==> src/rtl/traffic_light_pkg.sv <==
// Shared state encoding and light-head constants for the intersection controller.
package traffic_light_pkg;

  typedef enum logic [2:0] {
    NS_GREEN  = 3'd0,
    NS_YELLOW = 3'd1,
    ALL_RED1  = 3'd2,
    EW_GREEN  = 3'd3,
    EW_YELLOW = 3'd4,
    ALL_RED2  = 3'd5,
    FLASH     = 3'd6
  } state_t;

  localparam logic [2:0] RED = 3'b100;
  localparam logic [2:0] YEL = 3'b010;
  localparam logic [2:0] GRN = 3'b001;
  localparam logic [2:0] OFF = 3'b000;

  // Returns {ns_light, ew_light} shown while in state s.
  function automatic logic [5:0] headLights(state_t s, logic flashOn);
    logic [5:0] heads;
    heads = {RED, RED};
    case (s)
      NS_GREEN:  heads = {GRN, RED};
      NS_YELLOW: heads = {YEL, RED};
      ALL_RED1:  heads = {RED, RED};
      EW_GREEN:  heads = {RED, GRN};
      EW_YELLOW: heads = {RED, YEL};
      ALL_RED2:  heads = {RED, RED};
      FLASH:     heads = flashOn ? {YEL, YEL} : {OFF, OFF};
      default:   heads = {RED, RED};
    endcase
    return heads;
  endfunction

endpackage

==> src/rtl/traffic_light_ctrl_tick_gen.sv <==
// Free-running prescaler: o_tick is high for the one cycle the count sits at CLK_DIV-1.
module tick_gen #(
  parameter int CLK_DIV = 50_000_000
) (
  input  logic clk,
  input  logic rst,
  output logic o_tick
);

  localparam int PW = (CLK_DIV > 1) ? $clog2(CLK_DIV) : 1;
  localparam logic [PW-1:0] LAST = PW'(CLK_DIV - 1);

  logic [PW-1:0] r_pre;

  always_ff @(posedge clk or posedge rst) begin
    if (rst) begin
      r_pre <= '0;
    end else if (r_pre == LAST) begin
      r_pre <= '0;
    end else begin
      r_pre <= r_pre + PW'(1);
    end
  end

  assign o_tick = (r_pre == LAST);

endmodule

==> src/rtl/traffic_light_ctrl.sv <==
// Two-way intersection sequencer: NS main road rests in green, EW served on demand,
// with a maintenance flash override. All outputs come straight from registers.
module traffic_light_ctrl
  import traffic_light_pkg::*;
#(
  parameter int CLK_DIV  = 50_000_000,
  parameter int GREEN_T  = 30,
  parameter int YELLOW_T = 3,
  parameter int ALLRED_T = 2,
  parameter int CW       = 8
) (
  input  logic          clk,
  input  logic          rst,
  input  logic          sensor_ew,
  input  logic          ped_req,
  input  logic          maint_flash,
  output logic [2:0]    ns_light,
  output logic [2:0]    ew_light,
  output logic          ped_walk,
  output logic [CW-1:0] count
);

  localparam logic [CW-1:0] GREEN_LD  = CW'(GREEN_T - 1);
  localparam logic [CW-1:0] YELLOW_LD = CW'(YELLOW_T - 1);
  localparam logic [CW-1:0] ALLRED_LD = CW'(ALLRED_T - 1);

  logic          w_tick;
  state_t        r_state, w_nextState;
  logic [CW-1:0] r_count, w_nextCount;
  logic          r_pending, w_nextPending;
  logic          r_pedLatched, w_nextPedLatched;
  logic          r_flashOn, w_nextFlashOn;
  logic          r_walk, w_nextWalk;
  logic          w_enterEw;
  logic [2:0]    r_ns, r_ew;
  logic [5:0]    w_heads;

  tick_gen #(.CLK_DIV(CLK_DIV)) u_tick_gen (
    .clk    (clk),
    .rst    (rst),
    .o_tick (w_tick)
  );

  always_ff @(posedge clk or posedge rst) begin
    if (rst) begin
      r_state      <= ALL_RED2;
      r_count      <= ALLRED_LD;
      r_pending    <= 1'b0;
      r_pedLatched <= 1'b0;
      r_flashOn    <= 1'b0;
      r_walk       <= 1'b0;
      r_ns         <= RED;
      r_ew         <= RED;
    end else begin
      r_state      <= w_nextState;
      r_count      <= w_nextCount;
      r_pending    <= w_nextPending;
      r_pedLatched <= w_nextPedLatched;
      r_flashOn    <= w_nextFlashOn;
      r_walk       <= w_nextWalk;
      r_ns         <= w_heads[5:3];
      r_ew         <= w_heads[2:0];
    end
  end

  // Flash override wins over everything; otherwise phases only advance on a tick
  // that finds the timer already at zero. NS green rests there until a request exists.
  always_comb begin
    w_nextState   = r_state;
    w_nextCount   = r_count;
    w_nextFlashOn = r_flashOn;
    w_enterEw     = 1'b0;
    if (maint_flash) begin
      w_nextState   = FLASH;
      w_nextCount   = '0;
      w_nextFlashOn = (r_state == FLASH) ? (r_flashOn ^ w_tick) : 1'b1;
    end else if (r_state == FLASH) begin
      w_nextState = ALL_RED2;
      w_nextCount = ALLRED_LD;
    end else if (w_tick) begin
      if (r_count != '0) begin
        w_nextCount = r_count - CW'(1);
      end else begin
        case (r_state)
          NS_GREEN: begin
            if (r_pending) begin
              w_nextState = NS_YELLOW;
              w_nextCount = YELLOW_LD;
            end
          end
          NS_YELLOW: begin
            w_nextState = ALL_RED1;
            w_nextCount = ALLRED_LD;
          end
          ALL_RED1: begin
            w_nextState = EW_GREEN;
            w_nextCount = GREEN_LD;
            w_enterEw   = 1'b1;
          end
          EW_GREEN: begin
            w_nextState = EW_YELLOW;
            w_nextCount = YELLOW_LD;
          end
          EW_YELLOW: begin
            w_nextState = ALL_RED2;
            w_nextCount = ALLRED_LD;
          end
          ALL_RED2: begin
            w_nextState = NS_GREEN;
            w_nextCount = GREEN_LD;
          end
          default: begin
            w_nextState = ALL_RED2;
            w_nextCount = ALLRED_LD;
          end
        endcase
      end
    end

    // Clearing on EW entry takes priority over a request arriving in that same cycle.
    w_nextPending    = w_enterEw ? 1'b0 : (r_pending | sensor_ew | ped_req);
    w_nextPedLatched = w_enterEw ? 1'b0 : (r_pedLatched | ped_req);
    w_nextWalk       = (w_nextState == EW_GREEN) && (w_enterEw ? r_pedLatched : r_walk);
    w_heads          = headLights(w_nextState, w_nextFlashOn);
  end

  assign ns_light = r_ns;
  assign ew_light = r_ew;
  assign ped_walk = r_walk;
  assign count    = r_count;

endmodule
==> config.mk <==
export PLATFORM = sky130hd
export DESIGN_NAME = traffic_light_ctrl
export DESIGN_NICKNAME = d
export VERILOG_FILES = /design/src/rtl/traffic_light_pkg.sv /design/src/rtl/traffic_light_ctrl_tick_gen.sv /design/src/rtl/traffic_light_ctrl.sv
export SDC_FILE = /design/constraint.sdc
export NUM_CORES = 1
export LEC_CHECK = 0
export CORE_MARGIN = 2
export CORE_UTILIZATION = 45
export DETAILED_ROUTE_END_ITERATION = 6
export GPL_TIMING_DRIVEN = 0
export PLACE_DENSITY = 0.61
export SETUP_SLACK_MARGIN = 0.02
export SYNTH_ARGS = -nofsm -noshare
export SYNTH_HDL_FRONTEND = slang
export SYNTH_SLANG_ARGS = --single-unit
==> constraint.sdc <==
create_clock -name clk -period 2.2 [get_ports clk]
set_clock_uncertainty 0.05 [all_clocks]
set_input_delay 0.66 -clock clk [delete_from_list [all_inputs] [get_ports clk]]
set_output_delay 0.66 -clock clk [all_outputs]
set_load 0.005 [all_outputs]
==> qor.csv, run 1 <==
stage;metric;value;unit
critical_path;r2r_end;ped_walk;
global_route;grt_pass1_wl;9240;µm
die;ios;20;
die;start_util;0.471;
yosys;synth_compound_area_frac;0.134;
yosys;ys_warn_count;0;
clock_tree;cts_tree;done;
global_route;overflow;0;
clock_tree;clock_path_buffers;2;
route;dr.pass1.iters;4;
finish;final_common_cell;dfrtp_1;
finish;nFillCells;470;
yosys;postSynthAreaPerCell;10.3;µm²
die;die-area;0.00646;mm²
route;via_per_inst;5.56;
yosys;synth.area.mux_share;0.0157;
pwr;power_frac_seq;0.444;
route;finalWirelength;5660;µm
yosys;ys_async_sr_fraction;1.00;
sta;report.final.slew_viol_count;0;
yosys;synth_adder_area_share;0.0143;
sta;setup_tns;0;ns
critical_path;worstReg2RegStart;count[0];
pwr;p_per_area;664;mW/mm²
clock_tree;cts_sinks;47;
pwr;power_switching;0.000613;W
worst_hold_path;min_from;u_tick_gen.r_pre[4];
place;place_area;0.00293;mm²
route;route.detailed.drc;0;
critical_path;cp.arrival;2.31;ns
clock_tree;clk_latency;0.30;ns
yosys;synth_top_family_by_area;simple AND/OR/NAND/NOR gates;
yosys;synth-simple-area-share;0.277;
route;drtIter0Drc;52;
critical_path;worst-r2r-cell-count;9;
place;place.gp.congestion;0.803;
route;vias;2050;
sta;rsz0062_at_grt;true;
critical_path;crit_fanout;5;
finish;fin_nets;304;
die;core_area;0.00557;mm²
flow_run;cap_violations;0;
yosys;synth_area;0.00263;mm²
die;die_y;80.4;µm
global_route;grt_usage;0.184;
sta;fin_crit;2.14;ns
yosys;seq_area_frac_synth;0.450;
global_route;grt_pass1_vias;1948;
finish;fin_area;0.00325;mm²
yosys;synth-main-ff-cell;dfrtp_1;
pwr;intPower;0.00155;W
finish;layout-drive-gt1-share;0.239;
yosys;yosys_register_bits;47;
route;post_drt_wl_per_cell;15.3;µm
place;dp_cells;348;
route;ant_nets;0;
sta;worstMarginPinSlew;0.501;ns
clock_tree;cts-root-buf;clkbuf_8;
critical_path;start_kind;register;
place;port-buffer-count;19;
global_route;antenna_found_initial;0;
yosys;synth_cell_types;56;
yosys;synth_nets;264;
place;dp_hpwl;3770;µm
finish;diodes;0;
pwr;leakage;1.33;nW
critical_path;worst-setup-path-type;register to register;
global_route;grt_max_degree;27;
finish;final_cell_mix;dfrtp_1 (37), nor2_1 (28), clkdlybuf4s50_1 (18), buf_4 (16), a21oi_1 (16);
clock_tree;cts_made_buffers;5;
sta;max_freq;467;MHz
worst_hold_path;hold_class;register to register;
die;die_w;80.4;µm
pwr;total_power;0.00216;W
yosys;synth-xor-area-share;0.0734;
yosys;syn_inst;256;
clock_tree;cts_max_level;2;
sta;hold_slack;0.417;ns
pwr;vdd.ir_drop.worst;0.377;mV
sta;hold_viol;0;
pwr;p_clk_frac;0.307;
pwr;comb_power_share;0.249;
critical_path;rrSetupSlack;0.06;ns
worst_hold_path;hold_depth;1;
finish;syn_to_final_growth;24.0;%
status;status;finished clean;
sta;setup_violations;0;
critical_path;critPathRequiredTime;2.36;ns
die;std_cell_rows;27;
yosys;synth-edff-count;0;
worst_hold_path;hold_end;u_tick_gen.r_pre[4];
critical_path;worst_setup_path_end_kind;register;
sta;post-route-period-util;0.974;
finish;final_cells;369;
pwr;switching_share;0.283;
sta;slew_headroom;0.666;
clock_tree;clk_pin_slew;0.09;ns
per-layer routing:
metal	GRT usage	vias to the layer above	wire length [µm]
met5	0	-	0
met1	0.239	1010	2660
met4	0.0508	0	51
met2	0.312	27	2800
met3	0.0360	6	144
li1	-	1007	-
metrics by stage:
stage	util	setup WS (ns)
2_1_floorplan	-	0.104
3_3_place_gp	0.521	-0.590
3_5_place_dp	0.525	-0.196
4_1_cts	0.553	0.0226
5_1_grt	0.584	-0.0240
6_report	0.584	0.0568
flip-flops by register name, summed over array words and instances (netlist names):
name / flops
count: 8
ew_light: 3
ns_light: 3
ped_walk: 1
r_flashOn: 1
r_pedLatched: 1
r_pending: 1
r_state: 3
u_tick_gen.r_pre: 26
cell type report:
class / instances / area (µm²) / area share
Multi-Input combinational cell: 190 / 1450 / 0.445
Sequential cell: 47 / 1190 / 0.365
Timing Repair Buffer: 34 / 318 / 0.0977
Inverter: 10 / 37.5 / 0.0115
Tap cell: 72 / 90.1 / 0.0277
Clock inverter: 2 / 35.0 / 0.0108
Clock buffer: 6 / 82.6 / 0.0254
Buffer: 8 / 53.8 / 0.0165
cell usage after synthesis (5+ instances only):
cell,count,area (µm²)
dfrtp_1,42,1050
nor2_1,30,113
a21oi_1,16,80.1
nand2_1,15,56.3
xnor2_1,15,131
inv_1,10,37.5
nand3_1,10,50.1
o21ai_0,9,45.0
xor2_1,7,61.3
a21o_1,6,45.0
and4_1,6,52.6
nand4_1,6,37.5
nor3_1,6,30.0
nor4_1,6,37.5
clkbuf_1,5,18.8
dfstp_2,5,131
o31ai_1,5,37.5
power by group through the flow:
stage | registers [W] | logic, W | clock network [W]
final | 0.000960 | 0.000538 | 0.000663
after global routing | 0.000965 | 0.000584 | 0.000718
after CTS | 0.000953 | 0.000429 | 0.000684
after detailed placement | 0.000964 | 0.000406 | 0
after global placement | 0.000964 | 0.000401 | 0
after floorplan | 0.000957 | 0.000279 | 0
cell families after synthesis:
group	Yosys count
AO/OA/AOI/OAI	50
XOR/XNOR	22
adder cells (fa/ha/maj)	3
buffers and inverters	19
flip-flops	47
multiplexers	4
AND/OR/NAND/NOR	111
how the worst max path moves through the flow:
stage,start,end,slack (ns),cells past startpoint
2_1_floorplan,count[1],ped_walk,0.10,7
3_3_place_gp,rst,ns_light[0],-0.59,2
3_5_place_dp,u_tick_gen.r_pre[0],u_tick_gen.r_pre[13],-0.20,5
4_1_cts,count[0],ped_walk,0.02,7
5_1_grt,count[0],ped_walk,-0.02,9
6_report,count[0],ped_walk,0.06,9
timing repair:
item,in CTS,in global routing
hold buffers,0,0
setup endpoints to repair,16,7
pin swaps,3,9
gates resized for setup,9,19
buffers inserted,1,13
worst max-delay path, stage by stage, from the launching register on:
cell and delay [ns]:
dfstp_2 0.40, inv_2 0.10, ha_4 0.15, or3b_4 0.39
nor2_4 0.14, buf_6 0.12, o2111a_1 0.23, a211oi_2 0.05
buf_4 0.17, nor4b_4 0.25
(Power assumes the default switching activity.)
==> inputs of run 2 (changes only) <==
--- a/config.mk
+++ b/config.mk
@@ -5,6 +5,7 @@
 export SDC_FILE = /design/constraint.sdc
 export NUM_CORES = 1
 export LEC_CHECK = 0
+export CORE_ASPECT_RATIO = 0.75
 export CORE_MARGIN = 2
 export CORE_UTILIZATION = 45
 export DETAILED_ROUTE_END_ITERATION = 6
==> run 2 against run 1 <==
Net effect:
- sequential power about the same
- count of clock-buffer cells in the layout down 1
- clock power down 23%
- via count up 0.78%
- register-to-register slack about the same
- critical endpoint unchanged
- largest cell class unchanged
- maximum frequency up 0.57%
- final area down 1.8%
- worst setup slack better by 0.012 ns
- combinational power down 4.3%
- power down 8.1%
==> qor.csv, run 2 (synthesized netlist as in run 1, its figures left out) <==
stage;metric;value;unit
status;status;finished clean;
die;die_y;70.1;µm
clock_tree;clk_pin_slew;0.09;ns
critical_path;start_kind;register;
clock_tree;cts_made_buffers;5;
finish;fin_nets;300;
place;dp_hpwl;3890;µm
finish;layout-drive-gt1-share;0.232;
pwr;leakage;1.31;nW
sta;max_freq;469;MHz
route;vias;2066;
sta;worstMarginPinSlew;0.524;ns
route;dr.pass1.iters;4;
die;die-area;0.00647;mm²
sta;fin_crit;2.13;ns
finish;final_common_cell;dfrtp_1;
worst_hold_path;min_from;u_tick_gen.r_pre[4];
finish;largest_reg_flops;26;
sta;slew_headroom;0.651;
route;ant_nets;0;
route;drtIter0Drc;131;
clock_tree;cts-hold-fix-buffers;0;
clock_tree;clock_path_buffers;2;
global_route;grt_pass1_vias;1920;
global_route;overflow;0;
critical_path;crit_fanout;5;
critical_path;critPathRequiredTime;2.36;ns
worst_hold_path;hold_class;register to register;
clock_tree;cts_tree;done;
finish;syn_to_final_growth;21.7;%
pwr;intPower;0.00137;W
clock_tree;cts_max_level;2;
route;finalWirelength;5900;µm
sta;setup_violations;0;
pwr;total_power;0.00199;W
place;dp_worst_setup_slack;-0.169;ns
pwr;p_clk_frac;0.257;
route;via_per_inst;5.57;
route;route.detailed.drc;0;
sta;report.final.slew_viol_count;0;
place;place.gp.congestion;0.811;
finish;final_cell_mix;dfrtp_1 (38), nor2_1 (29), clkdlybuf4s50_1 (19);
clock_tree;cts-root-buf;clkbuf_8;
worst_hold_path;hold_depth;1;
clock_tree;clk_latency;0.30;ns
pwr;p_per_area;622;mW/mm²
critical_path;worst_setup_path_end_kind;register;
sta;rsz0062_at_grt;true;
critical_path;startpoint;u_tick_gen.r_pre[10];
global_route;grt_usage;0.187;
critical_path;cp.arrival;2.29;ns
global_route;grt_pass1_wl;9550;µm
global_route;antenna_found_initial;0;
finish;finish.utilization;0.557;
pwr;vdd.ir_drop.worst;0.440;mV
flow_run;cap_violations;0;
sta;fin_ws;0.0690;ns
pwr;comb_power_share;0.259;
pwr;power_frac_seq;0.484;
critical_path;worstReg2RegStart;u_tick_gen.r_pre[10];
place;port-buffer-count;19;
global_route;grt_max_degree;37;
die;core_area;0.00574;mm²
route;post_drt_wl_per_cell;15.9;µm
sta;post-route-period-util;0.969;
clock_tree;cts_sinks;47;
finish;diodes;0;
die;start_util;0.458;
die;die_w;92.2;µm
pwr;power_switching;0.000620;W
finish;top_register;u_tick_gen.r_pre;
sta;hold_viol;0;
pwr;switching_share;0.312;
critical_path;worst-setup-path-type;register to register;
die;std_cell_rows;24;
die;ios;20;
critical_path;worst-r2r-cell-count;5;
run 2: cell types whose count changed in the layout (fill, tap and decap cells not counted), sizes merged:
| cell | previous run | this run |
|---|---|---|
| dlymetal6s2s | 1 | 0 |
| clkinv | 1 | 3 |
| clkdlybuf4s50 | 18 | 19 |
| bufinv | 1 | 0 |
| clkbuf | 10 | 9 |
| buf | 19 | 15 |
run 2: final cells by class:
type                    instances  area [µm²]
clock buffers                   5        68.8
fillers                       505        2540
clock inverters                 3        15.0
plain buffers                   8        53.8
repair buffers                 30         285
inverters                      10        37.5
well taps                      78        97.6
flip-flops and latches         47        1190
multi-input cells             190        1450
run 2: layer usage:
layer | track usage | routed length [µm] | vias up
met5 | 0 | 0 | -
met4 | 0.0564 | 61 | 0
met3 | 0.0356 | 193 | 6
met2 | 0.246 | 2430 | 39
met1 | 0.304 | 3210 | 1020
li1 | - | - | 1001
run 2: worst paths after layout:
check                      slack, ns             endpoint
min                             0.42  u_tick_gen.r_pre[4]
max reg2reg                     0.07             ped_walk
max                             0.07             ped_walk
min in group asynchronous       0.56  u_tick_gen.r_pre[6]
min reg2reg                     0.42  u_tick_gen.r_pre[4]
max in group asynchronous       0.99             count[0]
run 2: power groups by stage:
stage / logic [W] / clock network, W / registers, W
after global routing: 0.000560 / 0.000560 / 0.000970
after detailed placement: 0.000408 / 0 / 0.000964
final: 0.000515 / 0.000510 / 0.000962
after floorplan: 0.000279 / 0 / 0.000957
after global placement: 0.000406 / 0 / 0.000964
after CTS: 0.000434 / 0.000531 / 0.000952
run 2: through the flow:
| step | hold WS, ns | std cells | TNS, ns | area (µm²) |
|---|---|---|---|---|
| 6_report | 0.423 | 371 | 0 | 3200 |
| 5_1_grt | 0.463 | 371 | -0.0679 | 3200 |
| 4_1_cts | 0.429 | 363 | 0 | 3060 |
| 3_5_place_dp | 0.413 | 354 | -1.35 | 2930 |
| 3_3_place_gp | 0.403 | 353 | -28.96 | 2910 |
| 2_1_floorplan | 0.388 | 256 | 0 | 2630 |
run 2: what timing repair did:
action / in CTS / in global routing
cloned: 0 / 0
setup buffers: 1 / 9
endpoints found under the setup margin: 15 / 19
pin swaps: 2 / 8
gates resized for setup: 9 / 20
hold endpoints to repair: 0 / 0
run 2: worst max-delay path: stages (launching register included):
cell     delay [ns]
dfrtp_2        0.45
nor4b_4        0.36
nand4_4        0.22
or4_4          0.60
mux2i_1        0.15
nor4b_2        0.20
==> inputs of run 3 (changes only) <==
--- a/config.mk
+++ b/config.mk
@@ -5,7 +5,6 @@
 export SDC_FILE = /design/constraint.sdc
 export NUM_CORES = 1
 export LEC_CHECK = 0
-export CORE_ASPECT_RATIO = 0.75
 export CORE_MARGIN = 2
 export CORE_UTILIZATION = 45
 export DETAILED_ROUTE_END_ITERATION = 6
==> results of run 3 <==
The final DEF is identical to that of run 1; final timing and power are the same.
